### src/rtl/pixel_axi_pkg.sv
// Shared constants and FSM state type for the pixel AXI writeback writer.
package pixel_axi_pkg;

  localparam logic [2:0]  AXI_SIZE_4B    = 3'b010;
  localparam logic [1:0]  AXI_BURST_INCR = 2'b01;
  localparam logic [1:0]  AXI_RESP_OKAY  = 2'b00;
  localparam int unsigned PAGE_BYTES     = 4096;

  typedef enum logic [1:0] {
    ST_IDLE,
    ST_CALC,
    ST_ADDR,
    ST_WAIT_B
  } wr_state_e;

endpackage

### src/rtl/pixel_burst_len_fifo.sv
// Small synchronous FIFO holding the beat count of each issued burst for the W path.
module pixel_burst_len_fifo #(
  parameter int DEPTH = 4,
  parameter int WIDTH = 9
) (
  input  logic             clk,
  input  logic             rst_n,
  input  logic             push,
  input  logic             pop,
  input  logic [WIDTH-1:0] din,
  output logic             full,
  output logic             empty,
  output logic [WIDTH-1:0] head
);

  localparam int PW = (DEPTH > 1) ? $clog2(DEPTH) : 1;
  localparam int CW = $clog2(DEPTH + 1);

  logic [WIDTH-1:0] mem [DEPTH];
  logic [PW-1:0]    wr_ptr, rd_ptr;
  logic [CW-1:0]    count;
  logic             do_push, do_pop;

  assign full    = (count == CW'(DEPTH));
  assign empty   = (count == '0);
  assign head    = mem[rd_ptr];
  assign do_push = push & ~full;
  assign do_pop  = pop & ~empty;

  always_ff @(posedge clk or negedge rst_n) begin
    if (!rst_n) begin
      wr_ptr <= '0;
      rd_ptr <= '0;
      count  <= '0;
      for (int unsigned i = 0; i < DEPTH; i++) mem[i] <= '0;
    end else begin
      if (do_push) begin
        mem[wr_ptr] <= din;
        wr_ptr      <= (wr_ptr == PW'(DEPTH - 1)) ? '0 : wr_ptr + PW'(1);
      end
      if (do_pop)
        rd_ptr <= (rd_ptr == PW'(DEPTH - 1)) ? '0 : rd_ptr + PW'(1);
      unique case ({do_push, do_pop})
        2'b10:   count <= count + CW'(1);
        2'b01:   count <= count - CW'(1);
        default: ;
      endcase
    end
  end

endmodule

### src/rtl/pixel_axi_writer.sv
// Writes the formatter's 32-bit word stream to memory as 4 KB-safe AXI4 INCR bursts.
module pixel_axi_writer
  import pixel_axi_pkg::*;
#(
  parameter int ADDR_W          = 32,
  parameter int MAX_BURST       = 16,
  parameter int MAX_OUTSTANDING = 4
) (
  input  logic              clk,
  input  logic              rst_n,
  input  logic              start_i,
  input  logic [ADDR_W-1:0] base_addr_i,
  input  logic [23:0]       total_words_i,
  output logic              busy_o,
  output logic              done_o,
  output logic              err_o,
  input  logic              data_valid_i,
  output logic              data_ready_o,
  input  logic [31:0]       data_i,
  output logic              awvalid_o,
  input  logic              awready_i,
  output logic [ADDR_W-1:0] awaddr_o,
  output logic [7:0]        awlen_o,
  output logic [2:0]        awsize_o,
  output logic [1:0]        awburst_o,
  output logic              wvalid_o,
  input  logic              wready_i,
  output logic [31:0]       wdata_o,
  output logic [3:0]        wstrb_o,
  output logic              wlast_o,
  input  logic              bvalid_i,
  output logic              bready_o,
  input  logic [1:0]        bresp_i
);

  localparam int OW = $clog2(MAX_OUTSTANDING + 1);

  wr_state_e         state_q, state_d;
  logic [ADDR_W-1:0] addr_q;
  logic [23:0]       remaining_q;
  logic [8:0]        len_q, len_calc;
  logic [10:0]       page_words;
  logic [OW-1:0]     outstanding_q;
  logic [7:0]        beat_q;
  logic [8:0]        head_len;
  logic              fifo_push, fifo_pop, fifo_full, fifo_empty;
  logic              start_acc, aw_fire, done_d;
  logic              w_active, w_fire;

  assign awsize_o  = AXI_SIZE_4B;
  assign awburst_o = AXI_BURST_INCR;
  assign wstrb_o   = 4'hF;
  assign bready_o  = 1'b1;
  assign awaddr_o  = addr_q;
  assign awlen_o   = 8'(len_q - 9'd1);

  // Burst length: smallest of MAX_BURST, words left, and words left in the 4 KB page.
  always_comb begin
    page_words = 11'(PAGE_BYTES / 4) - {1'b0, addr_q[11:2]};
    len_calc   = 9'(MAX_BURST);
    if (remaining_q < 24'(len_calc)) len_calc = remaining_q[8:0];
    if (page_words < 11'(len_calc))  len_calc = page_words[8:0];
  end

  always_ff @(posedge clk or negedge rst_n) begin
    if (!rst_n) state_q <= ST_IDLE;
    else        state_q <= state_d;
  end

  always_comb begin
    state_d   = state_q;
    start_acc = 1'b0;
    fifo_push = 1'b0;
    aw_fire   = 1'b0;
    awvalid_o = 1'b0;
    done_d    = 1'b0;
    unique case (state_q)
      ST_IDLE: begin
        if (start_i) begin
          start_acc = 1'b1;
          state_d   = (total_words_i == '0) ? ST_WAIT_B : ST_CALC;
        end
      end
      ST_CALC: begin
        if (!fifo_full && (outstanding_q < OW'(MAX_OUTSTANDING))) begin
          fifo_push = 1'b1;
          state_d   = ST_ADDR;
        end
      end
      ST_ADDR: begin
        awvalid_o = 1'b1;
        if (awready_i) begin
          aw_fire = 1'b1;
          state_d = (remaining_q == 24'(len_q)) ? ST_WAIT_B : ST_CALC;
        end
      end
      ST_WAIT_B: begin
        if ((outstanding_q == '0) && fifo_empty) begin
          done_d  = 1'b1;
          state_d = ST_IDLE;
        end
      end
      default: state_d = ST_IDLE;
    endcase
  end

  always_ff @(posedge clk or negedge rst_n) begin
    if (!rst_n) begin
      addr_q        <= '0;
      remaining_q   <= '0;
      len_q         <= '0;
      outstanding_q <= '0;
      busy_o        <= 1'b0;
      done_o        <= 1'b0;
      err_o         <= 1'b0;
    end else begin
      done_o <= done_d;
      if (start_acc) begin
        addr_q      <= base_addr_i & ~ADDR_W'(3);
        remaining_q <= total_words_i;
        err_o       <= 1'b0;
        busy_o      <= 1'b1;
      end
      if (done_d) busy_o <= 1'b0;
      if (fifo_push) len_q <= len_calc;
      if (aw_fire) begin
        addr_q      <= addr_q + (ADDR_W'(len_q) << 2);
        remaining_q <= remaining_q - 24'(len_q);
      end
      unique case ({aw_fire, bvalid_i})
        2'b10:   outstanding_q <= outstanding_q + OW'(1);
        2'b01:   if (outstanding_q != '0) outstanding_q <= outstanding_q - OW'(1);
        default: ;
      endcase
      if (bvalid_i && (bresp_i != AXI_RESP_OKAY)) err_o <= 1'b1;
    end
  end

  // W side runs off the length FIFO alone, so data may lead its AW handshake.
  assign w_active     = ~fifo_empty;
  assign wvalid_o     = data_valid_i & w_active;
  assign data_ready_o = wready_i & w_active;
  assign wdata_o      = data_i;
  assign w_fire       = data_valid_i & wready_i & w_active;
  assign wlast_o      = w_active & ({1'b0, beat_q} == (head_len - 9'd1));
  assign fifo_pop     = w_fire & wlast_o;

  always_ff @(posedge clk or negedge rst_n) begin
    if (!rst_n)        beat_q <= '0;
    else if (fifo_pop) beat_q <= '0;
    else if (w_fire)   beat_q <= beat_q + 8'(1);
  end

  pixel_burst_len_fifo #(
    .DEPTH(MAX_OUTSTANDING),
    .WIDTH(9)
  ) u_len_fifo (
    .clk  (clk),
    .rst_n(rst_n),
    .push (fifo_push),
    .pop  (fifo_pop),
    .din  (len_calc),
    .full (fifo_full),
    .empty(fifo_empty),
    .head (head_len)
  );

endmodule

### config.mk
export PLATFORM = sky130hd
export DESIGN_NAME = pixel_axi_writer
export DESIGN_NICKNAME = d
export VERILOG_FILES = /design/src/rtl/pixel_axi_pkg.sv /design/src/rtl/pixel_burst_len_fifo.sv /design/src/rtl/pixel_axi_writer.sv
export SDC_FILE = /design/constraint.sdc
export NUM_CORES = 1
export LEC_CHECK = 0
export CAP_MARGIN = 0
export CORE_MARGIN = 2
export CORE_UTILIZATION = 35
export DETAILED_ROUTE_END_ITERATION = 10
export SLEW_MARGIN = 10
export SYNTH_ARGS = -nofsm -noshare
export SYNTH_HDL_FRONTEND = slang
export SYNTH_SLANG_ARGS = --single-unit
### constraint.sdc
create_clock -name clk -period 5.1 [get_ports clk]
set_clock_uncertainty 0.2 [all_clocks]
set_input_delay 1.53 -clock clk [delete_from_list [all_inputs] [get_ports clk]]
set_output_delay 1.53 -clock clk [all_outputs]
set_load 0.005 [all_outputs]
==> results of run 1 <==
power by group:
group          internal, W  switching (W)
combinational      0.00151        0.00162
sequential         0.00141       0.000498
clock             0.000866       0.000449
layout make-up:
cell class	instances	area (µm²)
inverter	38	143
clock inverter	7	138
fill	2164	12200
timing repair buffer	121	1190
tap	280	350
clock buffer	24	492
sequential	122	3050
multi-input combinational	655	4280
timing repair:
action | in CTS | in global routing
gates cloned | 0 | 0
hold endpoints to repair | 0 | 0
buffers inserted | 0 | 1
gates resized for setup | 2 | 5
endpoints found under the setup margin | 1 | 1
cells in the mapped netlist (5+ instances only):
master and count:
o21ai_1 7, a211oi_1 14, o21a_1 9, xor2_1 7, buf_4 45, a31oi_1 6, nand4_1 9, nor3_1 35
nand2_1 109, and4_1 5, dfrtp_1 122, inv_1 38, o22ai_1 11, o21ai_0 75, nor2_1 52, a22o_1 6
a22oi_1 9, mux4_2 9, a311oi_1 6, o211ai_1 6, and3_1 18, nand3_1 26, and2_1 9, a21oi_1 34
or3_1 5, nor4_1 15, xnor2_1 32, clkbuf_1 29, a21o_1 13, ha_1 36, nor2b_1 10
state kept, by name, indices dropped and copies added, names as in the netlist:
name and flops:
len_q 9, busy_o 1, outstanding_q 3, remaining_q 24, beat_q 8, done_o 1
state_q 2, err_o 1, awaddr_o 30, u_len_fifo.rd_ptr 2, u_len_fifo.mem 36, u_len_fifo.count 3
u_len_fifo.wr_ptr 2
through the flow:
stage	hold WS (ns)	instance area [µm²]	utilization
6_report	0.272	9640	0.441
3_5_place_dp	0.266	8980	0.410
4_1_cts	0.278	9610	0.439
5_1_grt	0.304	9640	0.441
3_3_place_gp	0.258	8980	0.410
2_1_floorplan	0.245	7900	-
worst register-to-register path: stages (launching register included):
cell,delay (ns)
dfrtp_1,0.44
or4_1,0.59
or4_4,0.48
nor4_4,0.51
nand2_1,0.16
ha_1,0.31
a2111oi_0,0.49
a21oi_2,0.14
a2111oi_4,0.33
buf_4,0.24
nor2_1,0.06
a21oi_1,0.31
o21ai_0,0.17
placed cells by master (no fill, tap or decap), types with 16 or more instances in the layout:
master	count
o21ai_0	75
ha_1	36
and3_1	18
a21oi_1	33
clkdlybuf4s50_1	106
nand3_1	26
xnor2_1	32
dfrtp_1	121
nor3_1	35
conb_1	16
inv_1	38
nand2_1	109
nor2_1	51
clkbuf_16	17
worst paths after layout:
| kind | from | end | slack [ns] | cells past startpoint |
|---|---|---|---|---|
| setup reg to reg | remaining_q[15]$_DFFE_PN0P_ | u_len_fifo.mem[21]$_DFFE_PN0P_ | 0.52 | 12 |
| hold reg to reg | err_o$_DFFE_PN0P_ | err_o$_DFFE_PN0P_ | 0.27 | 2 |
| max in group asynchronous | rst_n | u_len_fifo.mem[29]$_DFFE_PN0P_ | 2.90 | 2 |
| min in group asynchronous | rst_n | beat_q[4]$_DFFE_PN0P_ | 0.93 | 1 |
| setup / recovery | u_len_fifo.rd_ptr[0]$_DFFE_PN0P_ | wlast_o | 0.19 | 10 |
| hold / removal | err_o$_DFFE_PN0P_ | err_o$_DFFE_PN0P_ | 0.27 | 2 |
routing by layer:
metal	wire, µm	share of wire
met5	0	0
met4	274	0.013
met3	1080	0.050
met2	10200	0.48
met1	9900	0.46
kinds of logic (layout without fill, tap and decap cells):
kind of cell / count (synthesis) / after routing / synth area share
flip-flops: 122 / 122 / 0.389
XOR/XNOR: 39 / 39 / 0.0435
other: 2 / 16 / 0.000957
buffers and inverters: 114 / 190 / 0.0762
AO/OA/AOI/OAI: 231 / 231 / 0.193
AND/OR/NAND/NOR: 312 / 312 / 0.194
multiplexers: 17 / 17 / 0.0367
adder cells (fa/ha/maj): 40 / 40 / 0.0676
==> insert_results.sql, run 1 <==
INSERT INTO impl_metrics (metric_group, metric, value, unit) VALUES
('power_and_ir_drop', 'vdd_ir_drop_max', '0.000236', 'V'),
('cts', 'ctsRootBufferMaster', 'clkbuf_16', ''),
('worst_setup_path', 'cp_common_cell', 'inv_1', ''),
('floorplan', 'chipHeight', '154', 'µm'),
('placed_design', 'portBuffers', '107', ''),
('global_routing', 'global_route.usage.met2', '0.305', ''),
('drt', 'wl_per_cell', '17.2', 'µm'),
('drt', 'detail-route-antenna-nets', '0', ''),
('cts', 'clock_latency', '0.43', 'ns'),
('logic_synthesis', 'netlist.area_leader.share', '0.389', ''),
('logic_synthesis', 'dominantRegCellSynth', 'dfrtp_1', ''),
('logic_synthesis', 'synth_top_cell_by_area', 'dfrtp_1', ''),
('drt', 'drt_first_iter_violations', '404', ''),
('timing', 'fin_setup_tns', '0', 'ns'),
('placed_design', 'dp.cells', '1215', ''),
('worst_setup_path', 'timing.critical_path.max_delay_family', 'buffers and inverters', ''),
('worst_hold_path', 'min-delay-path-class', 'flip-flop to flip-flop', ''),
('drt', 'vias_per_cell', '5.40', ''),
('logic_synthesis', 'flip_flop_and_latch_count_after_synthesis', '122', ''),
('global_routing', 'grt_use_met3', '0.0465', ''),
('floorplan', 'core.rowCount', '54', ''),
('logic_synthesis', 'syn-instance-count', '877', ''),
('floorplan', 'die_w', '154', 'µm'),
('power_and_ir_drop', 'cellLeakagePower', '4.06', 'nW'),
('timing', 'postLayoutSetupSlackWorst', '0.189', 'ns'),
('power_and_ir_drop', 'power.density_cell_area', '658', 'nW/µm²'),
('final_layout', 'num_antenna_cells', '0', ''),
('timing', 'tightestPinTransition', '1.07', 'ns'),
('worst_setup_path', 'crit_chain', 'mux4_2 > inv_1 > ha_1 > inv_1 > nor2_4 > nor4bb_2 > o21ai_0 > a21o_1 > a21oi_2 > clkdlybuf4s50_1', ''),
('logic_synthesis', 'synth_cell_types', '65', ''),
('timing', 'final_critical_path_share_of_the_clock_period', '0.963', ''),
('final_layout', 'area.growth.synth_to_final', '22.8', '%'),
('run_status', 'outcome', 'completed', ''),
('timing', 'timing.final.setup_violations', '0', ''),
('global_routing', 'grt_busiest_layer', 'met2', ''),
('drt', 'route.detailed.drc', '0', ''),
('logic_synthesis', 'synth_enable_flop_cells', '0', ''),
('drt', 'drt-total-wl', '21500', 'µm'),
('job', 'cap_viol_max_count', '0', ''),
('timing', 'fmax', '0.204', 'GHz'),
('global_routing', 'wire_length_of_the_first_global_routing_pass', '35400', 'µm'),
('logic_synthesis', 'post_synth_instance_area', '7850', 'µm²'),
('cts', 'holdBufCountCts', '0', ''),
('timing', 'finalHoldViolCount', '0', ''),
('logic_synthesis', 'synth.area.top_cells', 'dfrtp_1 39%, ha_1 5.7%, nand2_1 5.2%, o21ai_0 4.8%, buf_4 4.3%', ''),
('global_routing', 'first_global_vias', '6676', ''),
('cts', 'cts_tree', 'done', ''),
('worst_setup_path', 'cp_num_buf_inv', '3', ''),
('global_routing', 'global_routing_usage_on_met1', '0.246', ''),
('logic_synthesis', 'synthArstFlopShare', '1.00', ''),
('placed_design', 'dp_worst_setup_slack', '0.341', 'ns'),
('placed_design', 'routabilityCongestion', '0.851', ''),
('global_routing', 'antenna_found_initial', '0', ''),
('power_and_ir_drop', 'design_power_total', '0.00635', 'W'),
('timing', 'finalWorstPathRequiredPeriod', '4.91', 'ns'),
('cts', 'tritoncts.num_buffers', '17', ''),
('worst_setup_path', 'critical-path-slowest-cell', 'mux4_2', ''),
('worst_setup_path', 'kind_of_end_point_of_the_critical_path', 'primary output', ''),
('floorplan', 'die_area', '23600', 'µm²'),
('logic_synthesis', 'synth.avg_cell_area', '8.95', 'µm²'),
('placed_design', 'detailed_place_hpwl', '15500', 'µm'),
('cts', 'cts.sink_count', '122', ''),
('worst_setup_path', 'crit_arrival', '3.18', 'ns'),
('final_layout', 'layout-drive-gt1-share', '0.0765', ''),
('worst_setup_path', 'setup.worst_path.class', 'flip-flop to primary output', ''),
('global_routing', 'grt_remaining_overflow', '0', ''),
('drt', 'drt_pre_antenna_iters', '5', ''),
('floorplan', 'ios', '186', ''),
('cts', 'clkTransAtPathRegs', '0.06', 'ns'),
('timing', 'max_slew_margin_vs_limit', '0.283', ''),
('worst_setup_path', 'worst-endpoint-required', '3.37', 'ns');
No activity file was read; power rests on OpenSTA's default activity.
==> run 2, diff against run 1 <==
Clock period 5.1 ns to 5.8 ns, I/O delays scaled along.
==> insert_results.sql, run 2 (synthesis results as in run 1) <==
INSERT INTO impl_metrics (metric_group, metric, value, unit) VALUES
('power_and_ir_drop', 'cellLeakagePower', '4.00', 'nW'),
('worst_setup_path', 'max_stage_delay', '0.60', 'ns'),
('cts', 'post-cts-setup-buffers', '0', ''),
('global_routing', 'grt_start_max_net_pins', '67', ''),
('worst_setup_path', 'r2r-end', 'u_len_fifo.mem[11]$_DFFE_PN0P_', ''),
('drt', 'route.detailed.drc', '0', ''),
('power_and_ir_drop', 'p_sw', '0.00220', 'W'),
('global_routing', 'first_global_vias', '6556', ''),
('cts', 'tritoncts.num_buffers', '17', ''),
('drt', 'drt_pre_antenna_iters', '5', ''),
('drt', 'wl_per_cell', '16.9', 'µm'),
('timing', 'timing.final.setup_violations', '0', ''),
('cts', 'clkTransAtPathRegs', '0.05', 'ns'),
('final_layout', 'largest_register_ffs', '36', ''),
('power_and_ir_drop', 'design_power_total', '0.00535', 'W'),
('final_layout', 'regMostFlops', 'u_len_fifo.mem', ''),
('timing', 'drv_slew', '0', ''),
('drt', 'vias_per_cell', '5.40', ''),
('final_layout', 'area.growth.synth_to_final', '21.1', '%'),
('timing', 'fmax', '0.184', 'GHz'),
('global_routing', 'antenna_found_initial', '0', ''),
('power_and_ir_drop', 'pwr-share-comb', '0.503', ''),
('cts', 'clock_latency', '0.42', 'ns'),
('power_and_ir_drop', 'vdd_ir_drop_max', '0.000190', 'V'),
('final_layout', 'num_antenna_cells', '0', ''),
('worst_setup_path', 'critical_path.startpoint_type', 'flip-flop', ''),
('timing', 'finalWorstPathRequiredPeriod', '5.43', 'ns'),
('drt', 'drt-total-wl', '21000', 'µm'),
('cts', 'cts_tree', 'done', ''),
('final_layout', 'fin_nets', '1089', ''),
('worst_setup_path', 'crit_path_start', 'u_len_fifo.rd_ptr[0]$_DFFE_PN0P_', ''),
('timing', 'max_slew_margin_vs_limit', '0.273', ''),
('worst_setup_path', 'timing.critical_path.max_delay_family', 'buffers and inverters', ''),
('worst_setup_path', 'worst-endpoint-required', '3.86', 'ns'),
('power_and_ir_drop', 'share_seq_of_total_power', '0.313', ''),
('worst_setup_path', 'critPathMaxFanout', '8', ''),
('worst_setup_path', 'cp_num_buf_inv', '3', ''),
('cts', 'clock_path_buffers', '2', ''),
('run_status', 'outcome', 'completed', ''),
('floorplan', 'floorplan.initialDensity', '0.359', ''),
('floorplan', 'ios', '186', ''),
('floorplan', 'chipHeight', '154', 'µm'),
('timing', 'finalHoldViolCount', '0', ''),
('worst_setup_path', 'r2r_setup_slk', '1.11', 'ns'),
('timing', 'hold_slack', '0.272', 'ns'),
('placed_design', 'portBuffers', '107', ''),
('cts', 'holdBufCountCts', '0', ''),
('global_routing', 'grt_util_all_layers', '0.183', ''),
('worst_setup_path', 'crit_arrival', '3.49', 'ns'),
('job', 'cap_viol_max_count', '0', ''),
('worst_setup_path', 'crit_path_end', 'wlast_o', ''),
('power_and_ir_drop', 'sw_frac_of_total', '0.412', ''),
('cts', 'cts-htree-levels', '4', ''),
('floorplan', 'core_area', '21900', 'µm²'),
('worst_setup_path', 'cp_common_cell', 'inv_1', ''),
('worst_setup_path', 'critical_path.reg2reg.startpoint', 'remaining_q[15]$_DFFE_PN0P_', ''),
('floorplan', 'die_area', '23600', 'µm²'),
('placed_design', 'detailed_place_hpwl', '15200', 'µm'),
('timing', 'fin_setup_tns', '0', 'ns'),
('timing', 'final_critical_path_share_of_the_clock_period', '0.937', ''),
('cts', 'ctsRootBufferMaster', 'clkbuf_16', ''),
('floorplan', 'die_w', '154', 'µm'),
('global_routing', 'wire_length_of_the_first_global_routing_pass', '34800', 'µm'),
('drt', 'route.vias.total', '6717', ''),
('final_layout', 'most_frequent_cells_in_the_layout', '122 x dfrtp_1, 109 x nand2_1, 106 x clkdlybuf4s50_1', ''),
('timing', 'grt_setup_unrepaired', 'no', ''),
('worst_setup_path', 'critical-path-slowest-cell', 'mux4_2', ''),
('worst_hold_path', 'timing.hold.worst_path_depth', '2', ''),
('placed_design', 'routabilityCongestion', '0.840', ''),
('final_layout', 'mostFrequentLayoutCell', 'dfrtp_1', ''),
('power_and_ir_drop', 'power_frac_clock', '0.184', ''),
('global_routing', 'grt_remaining_overflow', '0', ''),
('worst_setup_path', 'kind_of_end_point_of_the_critical_path', 'primary output', ''),
('worst_setup_path', 'setup.worst_path.class', 'flip-flop to primary output', ''),
('worst_setup_path', 'rr_worst_depth', '12', ''),
('power_and_ir_drop', 'power.density_cell_area', '563', 'nW/µm²'),
('cts', 'number_of_gates_resized_after_cts', '0', ''),
('final_layout', 'layout-drive-gt1-share', '0.0663', ''),
('power_and_ir_drop', 'p_int', '0.00315', 'W'),
('drt', 'drt_first_iter_violations', '373', ''),
('worst_setup_path', 'crit_chain', 'mux4_2 > inv_1 > ha_1 > inv_1 > nor2_1 > nor4bb_1 > o21ai_0 > a21o_1 > a21oi_1 > clkdlybuf4s50_1', ''),
('cts', 'cts.sink_count', '122', ''),
('drt', 'detail-route-antenna-nets', '0', ''),
('worst_setup_path', 'critical_path_depth', '10', ''),
('floorplan', 'core.rowCount', '54', ''),
('worst_hold_path', 'min-delay-path-class', 'flip-flop to flip-flop', ''),
('timing', 'tightestPinTransition', '1.08', 'ns');
## run 2: worst min path at each step
stage	start	end	slack [ns]
2_1_floorplan	u_len_fifo.mem[10]$_DFFE_PN0P_	u_len_fifo.mem[10]$_DFFE_PN0P_	0.24
3_3_place_gp	u_len_fifo.mem[19]$_DFFE_PN0P_	u_len_fifo.mem[19]$_DFFE_PN0P_	0.26
3_5_place_dp	err_o$_DFFE_PN0P_	err_o$_DFFE_PN0P_	0.27
4_1_cts	u_len_fifo.mem[28]$_DFFE_PN0P_	u_len_fifo.mem[28]$_DFFE_PN0P_	0.28
5_1_grt	u_len_fifo.mem[33]$_DFFE_PN0P_	u_len_fifo.mem[33]$_DFFE_PN0P_	0.30
6_report	err_o$_DFFE_PN0P_	err_o$_DFFE_PN0P_	0.27
## run 2: final cells by class
type / count / area (µm²)
sequential: 122 / 3050
multi-input combinational: 655 / 4250
fill: 2223 / 12400
clock inverter: 8 / 70.1
clock buffer: 24 / 472
timing repair buffer: 118 / 1160
tap: 280 / 350
inverter: 38 / 143
## run 2: through the flow
step / utilization / cell area (µm²) / cells / worst slack [ns]
2_1_floorplan: - / 7900 / 891 / 1.31
3_3_place_gp: 0.409 / 8960 / 1213 / 0.770
3_5_place_dp: 0.409 / 8960 / 1213 / 0.749
4_1_cts: 0.434 / 9500 / 1245 / 0.293
5_1_grt: 0.434 / 9500 / 1245 / 0.134
6_report: 0.434 / 9500 / 1245 / 0.365
## run 2: power groups by stage
stage | Clock (W) | Sequential, W | Combinational [W]
2_1_floorplan | 0 | 0.00154 | 0.00191
3_3_place_gp | 0 | 0.00168 | 0.00267
3_5_place_dp | 0 | 0.00168 | 0.00270
4_1_cts | 0.00101 | 0.00167 | 0.00272
5_1_grt | 0.00105 | 0.00174 | 0.00306
6_report | 0.000985 | 0.00167 | 0.00269
## run 2: tightest hold or removal path, delay by kind of cell (launching register included)
family | cells | cell delay (ns)
DFF | 1 | 0.34
and+or+nand+nor | 2 | 0.10
## run 2: metal layers
layer	vias up	GRT usage	wire [µm]
met4	0	0.0406	167
met5	-	0	0
met3	13	0.0530	1300
met2	167	0.300	10200
met1	3252	0.239	9410
li1	3285	-	-
